### src/rtl/fifo_uart_tx.sv
// UART 8N1 transmitter that drains a synchronous FIFO and keeps the last byte sent.
// Define UART_PARITY_EN to add an even-parity bit after the data bits.
module fifo_uart_tx #(
    parameter int CLKS_PER_BIT = 868
) (
    input  logic       clk,
    input  logic       reset,
    input  logic       fifo_empty,
    input  logic [7:0] fifo_data,
    output logic       fifo_rd,
    output logic       tx,
    output logic       busy,
    output logic       tx_done,
    output logic [7:0] last_byte
);

    localparam int CW = $clog2(CLKS_PER_BIT);
    localparam logic [CW-1:0] CNT_LAST     = CW'(CLKS_PER_BIT - 1);
    localparam logic [CW-1:0] CNT_PRE_LAST = CW'(CLKS_PER_BIT - 2);

`ifdef UART_PARITY_EN
    typedef enum logic [2:0] {IDLE, POP, LOAD, START, DATA, PARITY, STOP} state_t;
`else
    typedef enum logic [2:0] {IDLE, POP, LOAD, START, DATA, STOP} state_t;
`endif

    state_t          state;
    logic [CW-1:0]   cnt;
    logic [2:0]      idx;
    logic [7:0]      shift;

    always_ff @(posedge clk or posedge reset) begin
        if (reset) begin
            state     <= IDLE;
            cnt       <= '0;
            idx       <= '0;
            shift     <= '0;
            fifo_rd   <= 1'b0;
            tx        <= 1'b1;
            busy      <= 1'b0;
            tx_done   <= 1'b0;
            last_byte <= 8'h00;
        end else begin
            fifo_rd <= 1'b0;
            tx_done <= 1'b0;
            case (state)
                IDLE: begin
                    tx   <= 1'b1;
                    busy <= 1'b0;
                    cnt  <= '0;
                    if (!fifo_empty) begin
                        state   <= POP;
                        fifo_rd <= 1'b1;
                        busy    <= 1'b1;
                    end
                end
                POP: begin
                    state <= LOAD;
                    cnt   <= '0;
                end
                // The FIFO presents the popped byte one cycle after the read pulse.
                LOAD: begin
                    shift     <= fifo_data;
                    last_byte <= fifo_data;
                    tx        <= 1'b0;
                    cnt       <= '0;
                    state     <= START;
                end
                START: begin
                    if (cnt == CNT_LAST) begin
                        state <= DATA;
                        cnt   <= '0;
                        idx   <= '0;
                        tx    <= shift[0];
                        shift <= {1'b0, shift[7:1]};
                    end else begin
                        cnt <= cnt + CW'(1);
                    end
                end
                DATA: begin
                    if (cnt == CNT_LAST) begin
                        cnt <= '0;
                        if (idx == 3'd7) begin
`ifdef UART_PARITY_EN
                            state <= PARITY;
                            tx    <= ^last_byte;
`else
                            state <= STOP;
                            tx    <= 1'b1;
`endif
                        end else begin
                            idx   <= idx + 3'd1;
                            tx    <= shift[0];
                            shift <= {1'b0, shift[7:1]};
                        end
                    end else begin
                        cnt <= cnt + CW'(1);
                    end
                end
`ifdef UART_PARITY_EN
                PARITY: begin
                    if (cnt == CNT_LAST) begin
                        state <= STOP;
                        tx    <= 1'b1;
                        cnt   <= '0;
                    end else begin
                        cnt <= cnt + CW'(1);
                    end
                end
`endif
                // tx_done is registered, so it is raised one count early to land in the last cycle.
                STOP: begin
                    if (cnt == CNT_LAST) begin
                        state <= IDLE;
                        busy  <= 1'b0;
                        cnt   <= '0;
                    end else begin
                        cnt <= cnt + CW'(1);
                        if (cnt == CNT_PRE_LAST) begin
                            tx_done <= 1'b1;
                        end
                    end
                end
                default: begin
                    state <= IDLE;
                    tx    <= 1'b1;
                    busy  <= 1'b0;
                    cnt   <= '0;
                end
            endcase
        end
    end

endmodule

### config.mk
export PLATFORM = sky130hd
export DESIGN_NAME = fifo_uart_tx
export DESIGN_NICKNAME = d
export VERILOG_FILES = /design/src/rtl/fifo_uart_tx.sv
export SDC_FILE = /design/constraint.sdc
export NUM_CORES = 1
export LEC_CHECK = 0
export CORE_UTILIZATION = 24
export CTS_BUF_LIST = sky130_fd_sc_hd__clkbuf_4
export CTS_CLUSTER_DIAMETER = 30
export CTS_CLUSTER_SIZE = 25
export DETAILED_ROUTE_END_ITERATION = 7
export SYNTH_ARGS = -nofsm -noshare
export SYNTH_HDL_FRONTEND = slang
export SYNTH_SLANG_ARGS = --single-unit
### constraint.sdc
create_clock -name clk -period 2.6 [get_ports clk]
set_clock_uncertainty 0.2 [all_clocks]
set_input_delay 0.39 -clock clk [delete_from_list [all_inputs] [get_ports clk]]
set_output_delay 0.39 -clock clk [all_outputs]
set_load 0.02 [all_outputs]
# After elaboration in Yosys (flattened, before gate mapping)
# Cells that the tools add are included.
# word_totals
ff_bits	36
in_bits	11
output_inout_bits	12
word_cells	64
# classes
addsub	2
n_eq_ne	14
muxes	26
bitwise	2
reduce_logical	11
# op_table
cell	n
two-way mux 8 bit	3
one-hot mux 8 bit (3 select lines)	1
two-way mux 3 bit	7
equality test 10 bit, second input constant	2
two-way mux 10 bit	2
one-hot mux 3 bit (6 select lines)	1
!= test 2 bit, second input constant	6
adder 10 x 1 -> 10 bit, second input constant	1
equality test 3 bit, second input constant	3
two-way mux 1 bit	9
AND reduction 4 bit	2
equality test 3 x 2 -> 1 bit, second input constant	2
one-hot mux 3 bit (2 select lines)	1
AND reduction 5 bit	1
one-hot mux 1 bit (4 select lines)	1
OR reduction 4 bit	1
adder 3 x 1 -> 3 bit, second input constant	1
equality test 3 x 1 -> 1 bit, second input constant	1
logical NOT 3 bit	1
one-hot mux 1 bit (3 select lines)	1
AND reduction 3 bit	1
nonzero test 3 bit	1
OR reduction 3 bit	1
inverter 1 bit	2
other kinds (3)	3

# Depth between registers and ports, before layout
# depth
depth_word	4
ltp_mapped	6
mapped_depth_nobuf	6

# Worst setup path after synthesis
# OpenSTA, ideal clock, no wires.
# synth_timing
kind	flip-flop to flip-flop
start	register idx[0]
end	register idx[0]
setup_time_ps	125
arrival_time_ps	1744
required_ps	2275
setup_slack_ps	531
stages_incl_launch_ff	7
path_buffers	0
synth_period_minus_slack_ps	2069
cell_sequence	dfrtp_1 ha_1 ha_1 or4b_4 nand2_2 nand2_4 mux2_4
# synth_between
elab_chain_cells	4
elab_cells_between_ends	7
cone_classes	add/sub: 1; eq/ne: 2; mux: 3; reduce/logical: 1
# synth_lines
item	line	source
start: declaration	29	logic [2:0] idx;
start signal: assignment	92	idx <= idx + 3'd1;
adder 3 x 1 -> 3 bit	92	
two-way mux 3 bit	83	if (idx == 3'd7) begin
two-way mux 3 bit	81	if (cnt == CNT_LAST) begin
one-hot mux 3 bit (2 select lines)	46	case (state)
# Parallel ways exist; a longest one is shown, timed or not. The select of a mux whose other input is x is not followed.
# A chain may end at the register's enable or synchronous reset.

# Worst setup path in the final report
# Ends and elaborated chain as after synthesis.

==> summary.md <==
The post-cts repair resize count is 0. Summed over all nets, the half-perimeter wirelength after detailed placement is 2350 um. In the routed design, unresolved DRC markers number 0. The run finished with clean final reports. Across the run, the number of max-cap violations was 0. After synthesis, the cell types taking the most area are sky130_fd_sc_hd__dfrtp_1, sky130_fd_sc_hd__mux2_2, sky130_fd_sc_hd__o221a_2, sky130_fd_sc_hd__nor2_1, sky130_fd_sc_hd__xnor2_1.

The later pin in the worst-skew pair is clocked with a latency of 0.34 ns. The setup violation total in the final timing report is 0, and the power density over cell area is 858 nW/um^2. In the final design database the tool counted 190 nets. Setup repair after global routing left no endpoint under its margin. The logs give 2 for the number of H-tree levels and 0 for the count of buffers added by post-CTS timing repair for setup. The path class of the tightest hold or removal check is input port to async pin.

The final count of hold timing violations was 0; the maximum frequency from static timing analysis was 0.459 GHz. The number of nets in the synthesized netlist is 164. The worst setup path is captured at a flop.

The fraction of layout instances using a drive strength above 1 is 18.3%, and the final critical path time including I/O delays and setup is 2.18 ns. The logs give 0 for the max-slew violation count and 271 for the number of standard cells in the layout, taps in and fillers out. The share of synthesized area in the top cell type comes to 51.5%. For this run, the leading register cell type out of synthesis is sky130_fd_sc_hd__dfrtp_1. The worst setup path is launched from a flop.

Wires add up to 3280 um. The setup slack of the most critical reg-to-reg path was 0.42 ns; the slew at the pin with the worst max-slew slack was 0.535 ns. Yosys printed 0 warnings.

By count the netlist is led by sky130_fd_sc_hd__dfrtp_1, sky130_fd_sc_hd__nor2_1, sky130_fd_sc_hd__mux2_2, sky130_fd_sc_hd__o221a_2, sky130_fd_sc_hd__or3_1. TritonCTS built the clock tree. Adding up every negative setup slack in the final design gives 0 ns. The run gives 39 as the distinct cell type count after synthesis.

Dividing the detail-routed via count by the number of cells gives 4.39. The initialized floorplan defines 30 standard-cell rows. The longest clock path from root to sink contains 2 buffers.

The relative slew slack is 64.3%, and the width of the die is 86.2 um. From bottom edge to top edge, the die measures 86.2 um. The tools report the reg-to-reg endpoint as idx[0]. The pin count of the biggest net entering global routing is 37, and the number of flip-flops and latches in the synthesized netlist is 36. Number of buffers created by CTS: 5. The worst-path maximum fanout works out to 10. The mean instance size in the synthesized netlist was 11.4 um^2.

Measured on the finished design, the core utilization comes to 30.4%. The number of antenna diodes in the final layout is 0. Once the floorplan was initialized, standard cells occupied 24.9% of the core. For this design the static power due to leakage is 0.000856 uW. The tools report the number of global-route vias before repair as 1,199.

The detailed router finished its first iteration with 61 violations. The die covers 7430 um^2. The number of search-and-repair iterations in the first detailed-routing pass came out at 6. The number of buffers added on ports was 22; the hold buffer count at cts was 0. Counting cells, the worst reg-to-reg path comes to 6. Routability-driven placement finished with a final weighted congestion of 0.711. The critical path data required time came out at 2.64 ns.

The initial antenna violation count came out at 0. The fraction of registers with async set/reset was 100%. The category of the critical setup timing path was flop to flop. Most numerous cell in the Yosys netlist: sky130_fd_sc_hd__dfrtp_1. The global-route wire length before repair is 5640 um, and the number of synthesized flops with an enable pin is 0.

The area growth from synthesis to layout is 22.2%. The core area was 6830 um^2. Of all cell types, the one taking the most synthesized area is sky130_fd_sc_hd__dfrtp_1. 23 I/O pins were placed.

Data arrives at the worst endpoint at 2.22 ns. VDD sags by at most 0.000339 V. After detailed placement, the design holds a cell count of 264. The detail route stage leaves a number of antenna-violating nets equal to 0.

Summing every instance area after synthesis gives 1700 um^2. The post-synthesis instance total was 149; the via count of the routed design was 1,189. For the residual overflow from global routing, the log shows 0. The start of the worst register-to-register path is idx[0]. The share of the yosys chip area belonging to registers is 53.0%, and the average wire per standard cell is 12.1 um. The master cell of the clock root buffer was sky130_fd_sc_hd__clkbuf_4. The run gives 36 as the CTS sink count. Global routing consumed, over all layers together, 9.78% of the routing resources. The clock transition time at the flip-flop clock pins of the worst setup and hold paths was 0.11 ns; the ratio of final minimum period to clock period was 83.8%.
==> where the power goes <==
part / total (uW) / switching, uW / internal [uW]
logic: 704 / 346 / 358
clock network: 268 / 173 / 94.3
registers: 812 / 97.0 / 715
==> layer usage <==
layer	vias to the layer above	global-route usage [%]	part of all wire [%]
li1	582	-	-
met1	585	12.4	47
met2	16	15.7	48
met3	6	2.95	3.2
met4	0	3.64	1.6
met5	-	0	0
==> placed cells by master (no fill, tap or decap), drive strengths merged, types with 2 or more instances in the layout <==
cell type / Yosys / routed
o221a: 7 / 7
inv: 6 / 6
nand2: 7 / 7
clkinv: 0 / 2
o21ai: 3 / 3
a32o: 2 / 2
xor2: 2 / 2
ha: 4 / 4
a21oi: 3 / 3
nor4: 2 / 2
buf: 4 / 4
clkbuf: 3 / 5
and2: 2 / 2
mux2: 9 / 9
nand3b: 2 / 2
nor3: 4 / 4
dfrtp: 35 / 35
nand3: 6 / 6
nand2b: 3 / 3
xnor2: 6 / 6
nor2: 19 / 19
clkdlybuf4s50: 0 / 22
or3: 7 / 7
==> worst max-delay path by stage <==
stage,from,end,slack (ns),cells after the start
final,idx[0],idx[0],0.42,6
after global routing,idx[0],idx[0],0.36,6
after CTS,idx[0],idx[0],0.42,6
after detailed placement,idx[0],idx[0],0.43,6
after global placement,idx[0],idx[0],0.46,6
after floorplan,idx[0],idx[0],0.53,6
==> area by class of cell <==
cell class                 instances  area [um^2]
fill                             727         4750
clock buffer                       5         37.5
tap                               96          120
multi-input combinational        100          739
timing repair buffer              26          250
inverter                           6         22.5
clock inverter                     2         7.51
sequential                        36          902
==> logic make-up after synthesis <==
group                    count (synthesis)  synth area share [%]
buffers and inverters                   13                  3.53
multiplexers                            10                  6.76
flip-flops                              36                  53.0
AND/OR/NAND/NOR                         57                  18.5
adder cells (fa/ha/maj)                  4                  2.94
XOR/XNOR                                 8                  4.12
AO/OA/AOI/OAI                           21                  11.2
==> metrics by stage <==
| step | setup WS, ns | hold slack (ns) | total power, uW | cell area [um^2] |
|---|---|---|---|---|
| 6_report | 0.422 | 0.245 | 1780 | 2080 |
| 5_1_grt | 0.355 | 0.283 | 1910 | 2080 |
| 4_1_cts | 0.422 | 0.256 | 1810 | 2080 |
| 3_5_place_dp | 0.435 | 0.289 | 1540 | 2030 |
| 3_3_place_gp | 0.462 | 0.284 | 1530 | 2030 |
| 2_1_floorplan | 0.531 | 0.267 | 1270 | 1700 |
==> sequential cells by signal (all words and copies together) (netlist names), 3 cells and up <==
name / cells
state: 3
cnt: 10
idx: 3
last_byte: 8
shift: 8
==> worst max-delay path: stages (launching register included) <==
cell,delay [ns]
sky130_fd_sc_hd__dfrtp_1,0.41
sky130_fd_sc_hd__ha_1,0.20
sky130_fd_sc_hd__ha_1,0.21
sky130_fd_sc_hd__or4b_4,0.53
sky130_fd_sc_hd__nand2_2,0.10
sky130_fd_sc_hd__nand2_4,0.10
sky130_fd_sc_hd__mux2_4,0.32
Note: power is estimated with default switching activity, not from simulation.
